--- src/rtl/usb_tx_arb_pkg.sv ---
// Shared constants for the UTMI transmit arbiter family: FSM state
// encodings, UTMI byte width, default inter-packet gap and a small
// one-hot to index helper.
package usb_tx_arb_pkg;

    localparam int UTMI_W         = 8;
    localparam int IPG_CYCLES_DEF = 8;

    localparam logic [1:0] ST_IDLE = 2'd0;
    localparam logic [1:0] ST_SEND = 2'd1;
    localparam logic [1:0] ST_IPG  = 2'd2;

    // Index of the set bit in a one-hot vector of up to 8 requesters.
    function automatic logic [2:0] onehot_to_idx(input logic [7:0] oh);
        logic [2:0] idx;
        idx = 3'd0;
        for (int i = 0; i < 8; i++) begin
            if (oh[i]) begin
                idx = 3'(i);
            end else begin
                idx = idx;
            end
        end
        return idx;
    endfunction

endpackage

--- src/rtl/usb_rr_pick.sv ---
// Combinational round-robin picker: returns a one-hot grant for the first
// set request at or above the pointer, searching upward with wrap-around.
// All zeros when no request is set.
module usb_rr_pick #(
    parameter int N  = 3,
    parameter int PW = 2
) (
    input  logic [N-1:0]  i_req,
    input  logic [PW-1:0] i_ptr,
    output logic [N-1:0]  o_gnt
);

    // Pick the request with the smallest upward distance from the pointer.
    always_comb begin
        int best_d;
        int best_j;
        int d;
        int p;
        best_d = N;
        best_j = 0;
        d      = 0;
        p      = int'(i_ptr);
        o_gnt  = '0;
        for (int j = 0; j < N; j++) begin
            d = (j >= p) ? (j - p) : (j - p + N);
            if (i_req[j] && (d < best_d)) begin
                best_d = d;
                best_j = j;
            end else begin
                best_d = best_d;
            end
        end
        for (int j = 0; j < N; j++) begin
            o_gnt[j] = (best_d < N) && (best_j == j);
        end
    end

endmodule

--- src/rtl/usb_utmi_tx_arb.sv ---
// UTMI transmit arbiter: shares the PHY transmit path among N_REQ packet
// sources, granting whole packets round-robin, with TxReady flow control,
// abort on request drop and an enforced bus gap after every transmitted or
// received packet.
// Optional build macro USB_TX_ARB_PRIO_EN: requester 0 (handshake engine)
// wins outright whenever it requests in IDLE; others stay round-robin.
module usb_utmi_tx_arb
    import usb_tx_arb_pkg::*;
#(
    parameter int N_REQ      = 3,
    parameter int IPG_CYCLES = IPG_CYCLES_DEF
) (
    input  logic                    clk,
    input  logic                    rst,
    input  logic [N_REQ-1:0]        req_i,
    input  logic [UTMI_W*N_REQ-1:0] data_i,
    input  logic [N_REQ-1:0]        last_i,
    output logic [N_REQ-1:0]        ack_o,
    output logic [N_REQ-1:0]        gnt_o,
    output logic [UTMI_W-1:0]       DataOut_o,
    output logic                    TxValid_o,
    input  logic                    TxReady_i,
    input  logic                    RxActive_i,
    output logic                    busy_o,
    output logic                    abort_o
);

    localparam int          PW         = (N_REQ > 1) ? $clog2(N_REQ) : 1;
    localparam logic [7:0]  IPG_RELOAD = 8'(IPG_CYCLES - 1);

    logic [1:0]       r_state;
    logic [N_REQ-1:0] r_gnt;
    logic             r_txvalid;
    logic             r_abort;
    logic [PW-1:0]    r_rr_ptr;
    logic [7:0]       r_ipg_cnt;

    logic [N_REQ-1:0] w_req_rr;
    logic [N_REQ-1:0] w_pick;
    logic [N_REQ-1:0] w_win;
    logic             w_upd_ptr;
    logic [7:0]       w_win8;
    logic [2:0]       w_win_idx;
    logic [2:0]       w_nxt_idx;
    logic             w_fire;
    logic             w_gnt_req;
    logic             w_gnt_last;

`ifdef USB_TX_ARB_PRIO_EN
    assign w_req_rr = req_i & ~{{(N_REQ-1){1'b0}}, 1'b1};
`else
    assign w_req_rr = req_i;
`endif

    usb_rr_pick #(
        .N  (N_REQ),
        .PW (PW)
    ) u_pick (
        .i_req (w_req_rr),
        .i_ptr (r_rr_ptr),
        .o_gnt (w_pick)
    );

    // Final winner; a requester-0 priority win leaves the pointer alone.
    always_comb begin
        w_win     = w_pick;
        w_upd_ptr = 1'b1;
`ifdef USB_TX_ARB_PRIO_EN
        if (req_i[0]) begin
            w_win     = {{(N_REQ-1){1'b0}}, 1'b1};
            w_upd_ptr = 1'b0;
        end else begin
            w_win     = w_pick;
            w_upd_ptr = 1'b1;
        end
`endif
    end

    assign w_win8     = 8'(w_win);
    assign w_win_idx  = onehot_to_idx(w_win8);
    assign w_nxt_idx  = (w_win_idx == 3'(N_REQ - 1)) ? 3'd0 : (w_win_idx + 3'd1);
    assign w_fire     = r_txvalid & TxReady_i;
    assign w_gnt_req  = |(r_gnt & req_i);
    assign w_gnt_last = |(r_gnt & last_i);

    // Packet-level FSM: grant, stream bytes, then hold the bus gap.
    always_ff @(posedge clk) begin
        if (rst) begin
            r_state   <= ST_IDLE;
            r_gnt     <= '0;
            r_txvalid <= 1'b0;
            r_abort   <= 1'b0;
            r_rr_ptr  <= '0;
            r_ipg_cnt <= 8'd0;
        end else begin
            r_abort <= 1'b0;
            case (r_state)
                ST_IDLE: begin
                    // A receive in progress blocks grants and, once over,
                    // still costs a full gap before we may transmit.
                    if (RxActive_i) begin
                        r_state   <= ST_IPG;
                        r_ipg_cnt <= IPG_RELOAD;
                    end else if (|req_i) begin
                        r_state   <= ST_SEND;
                        r_gnt     <= w_win;
                        r_txvalid <= 1'b1;
                        if (w_upd_ptr) begin
                            r_rr_ptr <= w_nxt_idx[PW-1:0];
                        end
                    end
                end
                ST_SEND: begin
                    // Dropping TxValid mid-packet is how UTMI signals abort.
                    if (!w_gnt_req) begin
                        r_state   <= ST_IPG;
                        r_gnt     <= '0;
                        r_txvalid <= 1'b0;
                        r_abort   <= 1'b1;
                        r_ipg_cnt <= IPG_RELOAD;
                    end else if (w_fire && w_gnt_last) begin
                        r_state   <= ST_IPG;
                        r_gnt     <= '0;
                        r_txvalid <= 1'b0;
                        r_ipg_cnt <= IPG_RELOAD;
                    end
                end
                ST_IPG: begin
                    if (RxActive_i) begin
                        r_ipg_cnt <= IPG_RELOAD;
                    end else if (r_ipg_cnt == 8'd0) begin
                        r_state <= ST_IDLE;
                    end else begin
                        r_ipg_cnt <= r_ipg_cnt - 8'd1;
                    end
                end
                default: begin
                    r_state   <= ST_IDLE;
                    r_gnt     <= '0;
                    r_txvalid <= 1'b0;
                end
            endcase
        end
    end

    // Byte mux: granted requester's byte, zero when nobody holds the bus.
    always_comb begin
        DataOut_o = 8'h00;
        for (int i = 0; i < N_REQ; i++) begin
            DataOut_o = DataOut_o | (data_i[UTMI_W*i +: UTMI_W] & {UTMI_W{r_gnt[i]}});
        end
    end

    assign ack_o     = r_gnt & {N_REQ{w_fire}};
    assign gnt_o     = r_gnt;
    assign TxValid_o = r_txvalid;
    assign busy_o    = (r_state != ST_IDLE);
    assign abort_o   = r_abort;

endmodule

--- config.mk ---
export PLATFORM = sky130hd
export DESIGN_NAME = usb_utmi_tx_arb
export DESIGN_NICKNAME = d
export VERILOG_FILES = /design/src/rtl/usb_tx_arb_pkg.sv /design/src/rtl/usb_rr_pick.sv /design/src/rtl/usb_utmi_tx_arb.sv
export SDC_FILE = /design/constraint.sdc
export NUM_CORES = 1
export LEC_CHECK = 0
export CAP_MARGIN = 0
export CELL_PAD_IN_SITES_DETAIL_PLACEMENT = 1
export CELL_PAD_IN_SITES_GLOBAL_PLACEMENT = 1
export CORE_MARGIN = 4
export CORE_UTILIZATION = 32
export DETAILED_ROUTE_END_ITERATION = 6
export PLACE_DENSITY_LB_ADDON = 0.1
export SLEW_MARGIN = 20
export SYNTH_ARGS = -nofsm -noshare
export SYNTH_HDL_FRONTEND = slang
export SYNTH_SLANG_ARGS = --single-unit
--- constraint.sdc ---
create_clock -name clk -period 4.9 [get_ports clk]
set_input_delay 1.47 -clock clk [delete_from_list [all_inputs] [get_ports clk]]
set_output_delay 1.47 -clock clk [all_outputs]
set_load 0.005 [all_outputs]
==> results of run 1 <==
[logic make-up after synthesis]
family          Yosys count  share of synthesized area [%]
mux                       1                          0.514
simple gates             87                           24.4
flops                    17                           17.5
compound gates           72                           28.1
buf+inv                  30                           5.91
fa+ha+maj                33                           21.2
xor+xnor                  5                           2.25
other cells               1                          0.193
[state kept, by name (all words and copies together) (netlist names)]
| signal | cells |
|---|---|
| TxValid_o | 1 |
| gnt_o | 3 |
| abort_o | 1 |
| r_ipg_cnt | 8 |
| r_rr_ptr | 2 |
| r_state | 2 |
[metal layers]
metal  vias up  global-route usage [%]  routed length [µm]
met2        45                    31.2                3180
met4         0                    1.29                  23
met1      1042                    23.1                3210
li1       1088                       -                   -
met5         -                       0                   0
met3         5                    2.79                 305
[layout by cell type, fill, tap and decap left out, types with 9 or more instances in the layout]
cell and n:
a222oi_1 10, nand2_1 17, buf_4 30, o21a_1 9
inv_1 24, dfxtp_1 17, ha_1 25, nor2_1 16
clkdlybuf4s50_1 49, a21oi_1 9
[power breakdown]
part	switching (mW)	total, mW	leakage [nW]	internal, mW
combinational	0.449	0.975	1.17	0.526
sequential	0.0464	0.210	0.139	0.164
clock	0.0506	0.108	0.0228	0.0578
total	0.546	1.29	1.34	0.747
[worst min-delay path by stage]
stage / cells after the start / end / start / slack, ns
after floorplan: 1 / r_ipg_cnt[0]$_SDFFE_PP0P_ / r_ipg_cnt[0]$_SDFFE_PP0P_ / 0.46
after global placement: 1 / r_ipg_cnt[0]$_SDFFE_PP0P_ / r_ipg_cnt[0]$_SDFFE_PP0P_ / 0.49
after detailed placement: 2 / r_ipg_cnt[5]$_SDFFE_PP0P_ / r_ipg_cnt[5]$_SDFFE_PP0P_ / 0.50
after CTS: 1 / r_ipg_cnt[0]$_SDFFE_PP0P_ / r_ipg_cnt[0]$_SDFFE_PP0P_ / 0.52
after global routing: 1 / r_ipg_cnt[0]$_SDFFE_PP0P_ / r_ipg_cnt[0]$_SDFFE_PP0P_ / 0.56
final: 2 / TxValid_o$_SDFFE_PP0P_ / TxValid_o$_SDFFE_PP0P_ / 0.52
[layout make-up]
type | count | share of cell area [%]
clock buffers | 4 | 1.49
inverters | 24 | 2.97
multi-input cells | 201 | 56.1
flip-flops and latches | 17 | 11.2
well taps | 75 | 3.09
repair buffers | 83 | 25.1
[stage by stage]
stage	hold WS, ns	utilization, %
global placement	0.492	46.7
global route	0.556	51.2
finish	0.518	51.2
CTS	0.517	48.9
floorplan	0.461	-
detailed placement	0.504	46.7
[tightest hold or removal path: cells and delay by family, from the launching register on]
| kind | cells | cell delay [ns] |
|---|---|---|
| simple gates | 1 | 0.07 |
| compound gates | 1 | 0.06 |
| flops | 1 | 0.35 |
[repair_timing]
action / CTS / global route
setup buffers: 5 / 4
gates resized for setup: 14 / 18
pin swaps: 13 / 15
setup endpoints to repair: 5 / 5
==> key figures, run 1 <==
Outcome
  • Run status: complete, no violations

Yosys
  • Synthesized flop and latch total: 17
  • Part of the Yosys area used for sequential elements: 17.5%
  • Avg Inst Size Synth: 7.91 µm²
  • Top post-synthesis cells by count: ha_1, inv_1, nand2_1
  • Primary flip-flop cell chosen by synthesis mapping: dfxtp_1
  • Count of cell types in the netlist: 51
  • Cell with the most instances after synthesis: ha_1
  • Number of instances in the synthesized netlist: 246
  • Share of synthesized flip-flops with an asynchronous set or reset: 0%
  • Top cells by area in the synthesized netlist: ha_1, dfxtp_1, a222oi_1
  • Yosys top cell area share: 21.2%
  • Netlist Area Pre-Place: 0.00195 mm²
  • Number of enable-type register cells in the synthesized netlist: 0
  • Largest area contributor in the netlist: ha_1
  • Synth Warn #: 0

Critical path
  • Data required time of the worst path: 5.05 ns
  • Origin of the worst setup path: req_i[0]
  • Crit path capture: gnt_o[0]$_SDFFE_PP0P_
  • Worst Setup End Kind: register
  • Critical Path Max Stage Delay: 0.34 ns
  • Terminus of the critical flop-to-flop path: gnt_o[0]$_SDFFE_PP0P_
  • Critical-path cell with the highest stage delay: ha_4
  • Total stage count of the critical path: 19
  • Worst endpoint data arrival time: 4.92 ns
  • Cell-by-cell listing of the critical path: buf_4 -> nand3b_1 -> ha_4 -> nand2_2 -> or3_4 -> a31oi_4 -> nor2_2 -> o21a_4 -> nand2_2 -> o21a_1 -> ha_4 -> o21a_1 -> o221a_1 -> a21oi_4 -> nand3_1 -> a21oi_1 -> nand4bb_4 -> a211oi_1 -> a32o_1
  • R2r setup slk: 0.48 ns
  • Setup CP Type: in2reg
  • Largest fanout on the critical path: 7
  • Buffers plus inverters on the worst setup path: 1
  • Startpoint class of the critical path: input pin
  • Family of cells with the greatest summed delay on the critical path: compound AO/OA/AOI/OAI gates
  • RR Startpoint: r_rr_ptr[1]$_SDFFE_PP0P_
  • Worst r2r path cells: 21

Cells and area
  • Diodes inserted: 0
  • Number of standard cells in the layout, taps in and fillers out: 404
  • Fillers: 721
  • Post-Layout Inst Area: 0.00303 mm²
  • Multi-input combinational cell area: 0.00170 mm²
  • Sequential Area: 340 µm²
  • Final #Nets: 397
  • Growth of design area from synthesis to finish: 55.8%
  • Ratio of cells with drive above 1 in the final layout: 20.7%

Route
  • DR iter-0 viols: 133
  • Average wire per standard cell: 16.6 µm
  • Per-cell via count in the routed design: 5.40
  • Detailed Route WL: 6720 µm
  • Number of iterations in the first detailed-routing pass: 5
  • Post-detailed-route count of antenna-violating nets: 0
  • Remaining DRCs: 0
  • Vias: 2180

STA
  • Hold Violations, Final: 0
  • Final worst path period share: 97.4%
  • Headroom to the max-slew limit: 55.2%
  • Number of setup violations in the final report: 0
  • F_max: 0.209 GHz
  • Total count of max-transition violations in the final report: 0
  • Largest clock skew in the final design: 0.00562 ns
  • Worst setup slack after layout: 0.126 ns
  • Slew at the pin closest to its max-slew limit: 0.671 ns
  • Final critical delay including setup and external delays: 4.77 ns
  • Total negative setup slack: 0 ns
  • Unrepaired setup endpoints after global routing: yes

GRT
  • Largest net degree at the start of global routing: 14
  • Antenna violations before repair: 0
  • Global-route wire length before repair: 10800 µm
  • Overflow after GRT: 0
  • Vias in the first global route: 2250
  • Total Routing Usage GR: 17.5%

Clock network
  • H-tree depth reported by CTS: 1
  • Post-CTS clock slew at the launch and capture registers of the worst setup and hold paths: 0.06 ns
  • Source-to-sink clock delay at the later pin of the worst-skew pair: 0.26 ns
  • Hold buffer count at cts: 0
  • CTS tree: done
  • Clock tree buffer depth: 2
  • TritonCTS buffer count: 3
  • Total number of clock tree sinks: 17
  • Cell chosen for the clock root: clkbuf_8

Power
  • PnR Total Power: 1.29 mW
  • Worst vdd ir: 201 µV
  • Power density relative to cell area: 426 mW/mm²
  • Leak pwr: 1.34 nW

Die
  • Top Ports: 51
  • Placeable core region: 0.00592 mm²
  • Die outline width: 86 µm
  • Die Footprint: 0.00740 mm²
  • Die height: 86 µm
  • Total number of placement rows: 28
  • Initial Util: 32.9%

Place
  • Pre-CTS worst setup slack: -0.637 ns
  • Port Buf Inserts: 50
  • GPL Wtd Cong: 0.840
  • Post-DP Area: 0.00277 mm²
  • Total instance count after detailed placement: 391
  • Post-DP HPWL: 5120 µm

Job
  • Max capacitance violation total: 0

Min path
  • Worst hold path class: reg2reg
Power figures use the tool's default switching activity.
==> inputs of run 2 (changes only) <==
--- a/config.mk
+++ b/config.mk
@@ -6,12 +6,10 @@
 export NUM_CORES = 1
 export LEC_CHECK = 0
 export CAP_MARGIN = 0
-export CELL_PAD_IN_SITES_DETAIL_PLACEMENT = 1
-export CELL_PAD_IN_SITES_GLOBAL_PLACEMENT = 1
 export CORE_MARGIN = 4
-export CORE_UTILIZATION = 32
+export CORE_UTILIZATION = 40
 export DETAILED_ROUTE_END_ITERATION = 6
-export PLACE_DENSITY_LB_ADDON = 0.1
+export PLACE_DENSITY = 0.7
 export SLEW_MARGIN = 20
 export SYNTH_ARGS = -nofsm -noshare
 export SYNTH_HDL_FRONTEND = slang
==> run 2 against run 1 <==
  * Critical endpoint is now r_rr_ptr[0]$_SDFFE_PP0P_
  * Fmax decreased by 1.9%
  * Hold slack got worse by 0.0045 ns
  * Sequential share of layout area increased by 0.60 points
  * Clock power decreased by 5%
  * Utilization increased by 9.7 points
  * Sequential power about the same
  * Final cell count decreased by 4.0%
  * Routed wire length decreased by 16%
  * Combinational power decreased by 9.8%
==> key figures, run 2 (synthesis results as in run 1) <==
Outcome
  • Run status: complete, no violations (unchanged)

Cells and area
  • Leading cell type in the layout, fill and taps excluded: clkdlybuf4s50_1 (unchanged)
  • Growth of design area from synthesis to finish: 47.9% (was 55.8%)
  • Register containing the most flip-flops in the final layout: r_ipg_cnt (unchanged)
  • Final core utilization: 61.0% (was 51.2%)
  • Sequential Area: 340 µm² (unchanged)
  • Diodes inserted: 0 (unchanged)
  • Multi-input combinational cell area: 0.00163 mm² (was 0.00170 mm²)
  • Top library cells by usage in the layout, fill and taps aside: clkdlybuf4s50_1, ha_1, buf_4, inv_1 (was clkdlybuf4s50_1, buf_4, ha_1, inv_1)
  • Fillers: 406 (was 721)
  • Final #Nets: 389 (was 397)
  • Number of flip-flops under the largest register name: 8 (unchanged)
  • Ratio of cells with drive above 1 in the final layout: 16.8% (was 20.7%)

STA
  • Unrepaired setup endpoints after global routing: yes (unchanged)
  • Largest clock skew in the final design: 0.00705 ns (was 0.00562 ns)
  • Hold Violations, Final: 0 (unchanged)
  • Number of setup violations in the final report: 0 (unchanged)
  • Final critical delay including setup and external delays: 4.87 ns (was 4.77 ns)
  • Total count of max-transition violations in the final report: 0 (unchanged)
  • F_max: 0.205 GHz (was 0.209 GHz)
  • WHS: 0.514 ns (was 0.518 ns)
  • Final worst path period share: 99.3% (was 97.4%)
  • Worst setup slack after layout: 0.0338 ns (was 0.126 ns)
  • Total negative setup slack: 0 ns (unchanged)

Min path
  • Number of instances on the worst hold path: 1 (was 2)
  • Hold worst-path end: r_ipg_cnt[0]$_SDFFE_PP0P_ (was TxValid_o$_SDFFE_PP0P_)
  • Worst hold path class: reg2reg (unchanged)
  • Hold Startpoint: r_ipg_cnt[0]$_SDFFE_PP0P_ (was TxValid_o$_SDFFE_PP0P_)

Die
  • Top Ports: 51 (unchanged)
  • Total number of placement rows: 25 (was 28)
  • Die height: 77.8 µm (was 86 µm)
  • Die Footprint: 0.00605 mm² (was 0.00740 mm²)
  • Die outline width: 77.8 µm (was 86 µm)
  • Initial Util: 41.2% (was 32.9%)
  • Placeable core region: 0.00472 mm² (was 0.00592 mm²)

Place
  • GPL Wtd Cong: 0.795 (was 0.840)
  • Pre-CTS worst setup slack: -0.638 ns (was -0.637 ns)
  • Port Buf Inserts: 50 (unchanged)
  • Post-DP HPWL: 4500 µm (was 5120 µm)

Clock network
  • CTS tree: done (unchanged)
  • H-tree depth reported by CTS: 1 (unchanged)
  • Source-to-sink clock delay at the later pin of the worst-skew pair: 0.25 ns (was 0.26 ns)
  • TritonCTS buffer count: 3 (unchanged)
  • Post-CTS clock slew at the launch and capture registers of the worst setup and hold paths: 0.07 ns (was 0.06 ns)
  • Total number of clock tree sinks: 17 (unchanged)
  • Clock tree buffer depth: 2 (unchanged)
  • Hold buffer count at cts: 0 (unchanged)
  • Cell chosen for the clock root: clkbuf_8 (unchanged)

GRT
  • Global-route wire length before repair: 9170 µm (was 10800 µm)
  • Busiest metal layer after global routing: met2 (unchanged)
  • Largest net degree at the start of global routing: 14 (unchanged)
  • Vias in the first global route: 2008 (was 2250)
  • Total Routing Usage GR: 18.1% (was 17.5%)
  • Global routing usage on met2: 31.6% (was 31.2%)
  • Overflow after GRT: 0 (unchanged)
  • M1 GR Usage: 24.1% (was 23.1%)
  • Routing usage on met3: 0.928% (was 2.79%)
  • Antenna violations before repair: 0 (unchanged)

Critical path
  • RR Startpoint: r_rr_ptr[1]$_SDFFE_PP0P_ (unchanged)
  • Critical-path cell with the highest stage delay: or3_4 (was ha_4)
  • Terminus of the critical flop-to-flop path: r_rr_ptr[0]$_SDFFE_PP0P_ (was gnt_o[0]$_SDFFE_PP0P_)
  • Data required time of the worst path: 5.06 ns (was 5.05 ns)
  • Cell-by-cell listing of the critical path: buf_8 -> nand3b_1 -> ha_4 -> nand2_2 -> or3_1 -> a31oi_2 -> nor2_2 -> o21a_4 -> nand2_4 -> o21a_1 -> ha_4 -> a2111oi_4 -> o211ai_1 -> or3_4 -> nand4_1 -> nand4bb_4 -> or3_1 -> o311ai_1 (was buf_4 -> nand3b_1 -> ha_4 -> nand2_2 -> or3_4 -> a31oi_4 -> nor2_2 -> o21a_4 -> nand2_2 -> o21a_1 -> ha_4 -> o21a_1 -> o221a_1 -> a21oi_4 -> nand3_1 -> a21oi_1 -> nand4bb_4 -> a211oi_1 -> a32o_1)
  • Worst r2r path cells: 20 (was 21)
  • Setup CP Type: in2reg (unchanged)
  • R2r setup slk: 0.26 ns (was 0.48 ns)
  • Critical Path Max Stage Delay: 0.39 ns (was 0.34 ns)
  • Worst Setup End Kind: register (unchanged)
  • Startpoint class of the critical path: input pin (unchanged)
  • Worst endpoint data arrival time: 5.03 ns (was 4.92 ns)
  • Largest fanout on the critical path: 7 (unchanged)
  • Origin of the worst setup path: req_i[0] (unchanged)

Route
  • Remaining DRCs: 0 (unchanged)
  • Number of iterations in the first detailed-routing pass: 4 (was 5)
  • Average wire per standard cell: 14.5 µm (was 16.6 µm)
  • Vias: 2079 (was 2180)
  • DR iter-0 viols: 141 (was 133)
  • Post-detailed-route count of antenna-violating nets: 0 (unchanged)
  • Detailed Route WL: 5620 µm (was 6720 µm)
  • Per-cell via count in the routed design: 5.36 (was 5.40)

Power
  • Worst vdd ir: 214 µV (was 201 µV)
  • PnR Total Power: 1.19 mW (was 1.29 mW)
  • Leak pwr: 1.28 nW (was 1.34 nW)
  • Power density relative to cell area: 414 mW/mm² (was 426 mW/mm²)

Job
  • Max capacitance violation total: 0 (unchanged)
[run 2: layout make-up]
cell class | count | area share (%)
sequential | 17 | 11.8
inverter | 24 | 3.13
tap | 67 | 2.91
timing repair buffer | 75 | 24.1
clock buffer | 3 | 1.43
clock inverter | 1 | 0.174
multi-input combinational | 201 | 56.5
[run 2: where the power goes]
group	leakage [nW]	switching (mW)	internal (mW)	total [mW]
combinational	1.12	0.409	0.469	0.879
sequential	0.139	0.0482	0.164	0.212
clock	0.0255	0.0465	0.0564	0.103
total	1.28	0.504	0.689	1.19
[run 2: how the worst max path moves through the flow]
| stage | to | slack, ns | cells past startpoint |
|---|---|---|---|
| floorplan | r_rr_ptr[0]$_SDFFE_PP0P_ | 0.009 | 17 |
| global placement | r_rr_ptr[0]$_SDFFE_PP0P_ | -0.52 | 18 |
| detailed placement | r_rr_ptr[0]$_SDFFE_PP0P_ | -0.64 | 18 |
| CTS | r_rr_ptr[0]$_SDFFE_PP0P_ | 0.007 | 19 |
| global route | r_rr_ptr[0]$_SDFFE_PP0P_ | -0.12 | 19 |
| finish | r_rr_ptr[0]$_SDFFE_PP0P_ | 0.03 | 18 |
[run 2: metal layers]
layer	vias to the layer above	wire length, µm
li1	1076	-
met1	981	2570
met2	18	2910
met3	4	86
met4	0	51
met5	-	0
[run 2: what timing repair did]
item / 4_1_cts / 5_1_grt
gates resized for setup: 5 / 15
endpoints found under the setup margin: 5 / 5
setup buffers: 2 / 3
pin swaps: 8 / 18
[run 2: through the flow]
| step | cells | area [µm²] |
|---|---|---|
| after floorplan | 248 | 2020 |
| after global placement | 379 | 2730 |
| after detailed placement | 379 | 2730 |
| after CTS | 385 | 2800 |
| after global routing | 388 | 2880 |
| final | 388 | 2880 |
[run 2: critical path: cells and delay by family]
family	cells	cell delay [ns]
AO/OA/AOI/OAI	6	1.13
AND/OR/NAND/NOR	9	1.80
adder cells (fa/ha/maj)	2	0.55
buffers and inverters	1	0.08
==> inputs of run 3 (changes only) <==
--- a/config.mk
+++ b/config.mk
@@ -6,7 +6,7 @@
 export NUM_CORES = 1
 export LEC_CHECK = 0
 export CAP_MARGIN = 0
-export CORE_MARGIN = 4
+export CORE_MARGIN = 2
 export CORE_UTILIZATION = 40
 export DETAILED_ROUTE_END_ITERATION = 6
 export PLACE_DENSITY = 0.7
==> run 3 against run 2 <==
  * Register-to-register slack got worse by 0.02 ns
  * Fmax rose by 1.2%
  * Setup slack better by 0.057 ns
  * Via count grew 2.0%
  * Critical path type unchanged
==> key figures, run 3 (synthesis results as in run 1) <==
GRT
  • Antenna violations before repair: 0 (unchanged)
  • Largest net degree at the start of global routing: 14 (unchanged)
  • Vias in the first global route: 1841 (was 2008)
  • Global-route wire length before repair: 8540 µm (was 9170 µm)
  • Overflow after GRT: 0 (unchanged)
  • Total Routing Usage GR: 19.4% (was 18.1%)

Route
  • Detailed Route WL: 5480 µm (was 5620 µm)
  • DR iter-0 viols: 161 (was 141)
  • Average wire per standard cell: 14.1 µm (was 14.5 µm)
  • Per-cell via count in the routed design: 5.47 (was 5.36)
  • Post-detailed-route count of antenna-violating nets: 0 (unchanged)
  • Number of iterations in the first detailed-routing pass: 5 (was 4)
  • Vias: 2121 (was 2079)
  • Remaining DRCs: 0 (unchanged)

Critical path
  • R2r setup slk: 0.24 ns (was 0.26 ns)
  • Terminus of the critical flop-to-flop path: r_rr_ptr[0]$_SDFFE_PP0P_ (unchanged)
  • RR Startpoint: r_rr_ptr[1]$_SDFFE_PP0P_ (unchanged)
  • Largest fanout on the critical path: 8 (was 7)
  • Origin of the worst setup path: req_i[0] (unchanged)
  • Worst endpoint data arrival time: 4.97 ns (was 5.03 ns)
  • Data required time of the worst path: 5.06 ns (about the same)
  • Setup CP Type: in2reg (unchanged)
  • Worst r2r path cells: 20 (unchanged)
  • Crit path capture: r_rr_ptr[0]$_SDFFE_PP0P_ (unchanged)
  • Worst Setup End Kind: register (unchanged)
  • Startpoint class of the critical path: input pin (unchanged)

Die
  • Total number of placement rows: 25 (unchanged)
  • Die Footprint: 0.00544 mm² (was 0.00605 mm²)
  • Die height: 73.8 µm (was 77.8 µm)
  • Die outline width: 73.8 µm (was 77.8 µm)
  • Top Ports: 51 (unchanged)
  • Placeable core region: 0.00472 mm² (unchanged)
  • Initial Util: 41.2% (unchanged)

Min path
  • Worst hold path class: reg2reg (unchanged)

Cells and area
  • Post-Layout Inst Area: 0.00292 mm² (was 0.00288 mm²)
  • Diodes inserted: 0 (unchanged)
  • Growth of design area from synthesis to finish: 50.2% (was 47.9%)
  • Number of flip-flops under the largest register name: 8 (unchanged)
  • Final #Nets: 389 (unchanged)
  • Register containing the most flip-flops in the final layout: r_ipg_cnt (unchanged)
  • Final core utilization: 61.9% (was 61.0%)
  • Ratio of cells with drive above 1 in the final layout: 17.1% (was 16.8%)
  • Top library cells by usage in the layout, fill and taps aside: clkdlybuf4s50_1, ha_1, inv_1, buf_4, nand2_1 (was clkdlybuf4s50_1, ha_1, buf_4, inv_1)
  • Number of standard cells in the layout, taps in and fillers out: 388 (unchanged)
  • Leading cell type in the layout, fill and taps excluded: clkdlybuf4s50_1 (unchanged)

STA
  • Final worst path period share: 98.1% (was 99.3%)
  • Number of setup violations in the final report: 0 (unchanged)
  • Total negative setup slack: 0 ns (unchanged)
  • Final critical delay including setup and external delays: 4.81 ns (was 4.87 ns)
  • Total count of max-transition violations in the final report: 0 (unchanged)
  • Unrepaired setup endpoints after global routing: yes (unchanged)
  • WHS: 0.507 ns (was 0.514 ns)
  • Hold Violations, Final: 0 (unchanged)
  • F_max: 0.208 GHz (was 0.205 GHz)
  • Largest clock skew in the final design: 0.000802 ns (was 0.00705 ns)
  • Worst setup slack after layout: 0.0910 ns (was 0.0338 ns)

Clock network
  • Post-CTS clock slew at the launch and capture registers of the worst setup and hold paths: 0.06 ns (was 0.07 ns)
  • Cell chosen for the clock root: clkbuf_8 (unchanged)
  • H-tree depth reported by CTS: 1 (unchanged)
  • Hold buffer count at cts: 0 (unchanged)
  • CTS tree: done (unchanged)
  • Source-to-sink clock delay at the later pin of the worst-skew pair: 0.25 ns (about the same)
  • TritonCTS buffer count: 3 (unchanged)
  • Clock tree buffer depth: 2 (unchanged)
  • Total number of clock tree sinks: 17 (unchanged)

Power
  • Power density relative to cell area: 421 mW/mm² (was 414 mW/mm²)
  • Worst vdd ir: 203 µV (was 214 µV)
  • PnR Total Power: 1.23 mW (was 1.19 mW)
  • Leak pwr: 1.30 nW (was 1.28 nW)

Place
  • Port Buf Inserts: 50 (unchanged)
  • Post-DP Area: 0.00271 mm² (was 0.00273 mm²)
  • Total instance count after detailed placement: 377 (was 379)
  • Post-DP HPWL: 4370 µm (was 4500 µm)
  • GPL Wtd Cong: 0.865 (was 0.795)
  • Pre-CTS worst setup slack: -0.627 ns (was -0.638 ns)

Outcome
  • Run status: complete, no violations (unchanged)

Job
  • Max capacitance violation total: 0 (unchanged)
==> run 3: changes by cell type in the layout (fill, tap and decap cells not counted), moves of 2 or more <==
cell     change
ha_2         -2
nand2_1      +2
nand2_2      -2
buf_4        -4
buf_6        +4
==> run 3: final cells by class <==
cell class	count	area [µm²]
Clock buffer	3	41.3
Clock inverter	1	5.00
Fill cell	412	1800
Inverter	24	90.1
Multi-Input combinational cell	201	1660
Sequential cell	17	340
Tap cell	67	83.8
Timing Repair Buffer	75	708
==> run 3: worst min-delay path by stage <==
| stage | slack, ns | depth (start not counted) | startpoint | end |
|---|---|---|---|---|
| after floorplan | 0.46 | 1 | r_ipg_cnt[0]$_SDFFE_PP0P_ | r_ipg_cnt[0]$_SDFFE_PP0P_ |
| after global placement | 0.49 | 1 | r_ipg_cnt[0]$_SDFFE_PP0P_ | r_ipg_cnt[0]$_SDFFE_PP0P_ |
| after detailed placement | 0.50 | 2 | TxValid_o$_SDFFE_PP0P_ | TxValid_o$_SDFFE_PP0P_ |
| after CTS | 0.51 | 2 | TxValid_o$_SDFFE_PP0P_ | TxValid_o$_SDFFE_PP0P_ |
| after global routing | 0.53 | 1 | r_ipg_cnt[0]$_SDFFE_PP0P_ | r_ipg_cnt[0]$_SDFFE_PP0P_ |
| final | 0.51 | 1 | r_ipg_cnt[0]$_SDFFE_PP0P_ | r_ipg_cnt[0]$_SDFFE_PP0P_ |
==> run 3: power breakdown <==
| part | switching [mW] | internal (mW) | total, mW |
|---|---|---|---|
| registers | 0.0482 | 0.164 | 0.212 |
| clock network | 0.0469 | 0.0564 | 0.103 |
| logic | 0.416 | 0.499 | 0.915 |
| total | 0.511 | 0.719 | 1.23 |
==> run 3: routing by layer <==
layer	wire, µm	global-route usage, %
met3	130	0.823
met2	2770	32.7
met5	0	0
met4	22	3.03
met1	2560	27.8
==> run 3: critical path: stages <==
cell	delay, ns
buf_8	0.08
nand3b_1	0.14
ha_4	0.31
nand2_1	0.07
or3_1	0.36
a31oi_2	0.21
nor2_2	0.08
o21a_4	0.24
nand2_4	0.07
o21a_1	0.15
ha_4	0.21
a2111oi_4	0.35
o211ai_1	0.14
or3_4	0.36
nand4_1	0.14
nand4bb_4	0.15
or3_4	0.35
o311ai_2	0.08
==> run 3: timing repair <==
item,CTS,global route
setup endpoints to repair,5,5
pin swaps,11,13
setup buffers,5,2
gates cloned,0,0
gates resized for setup,7,19
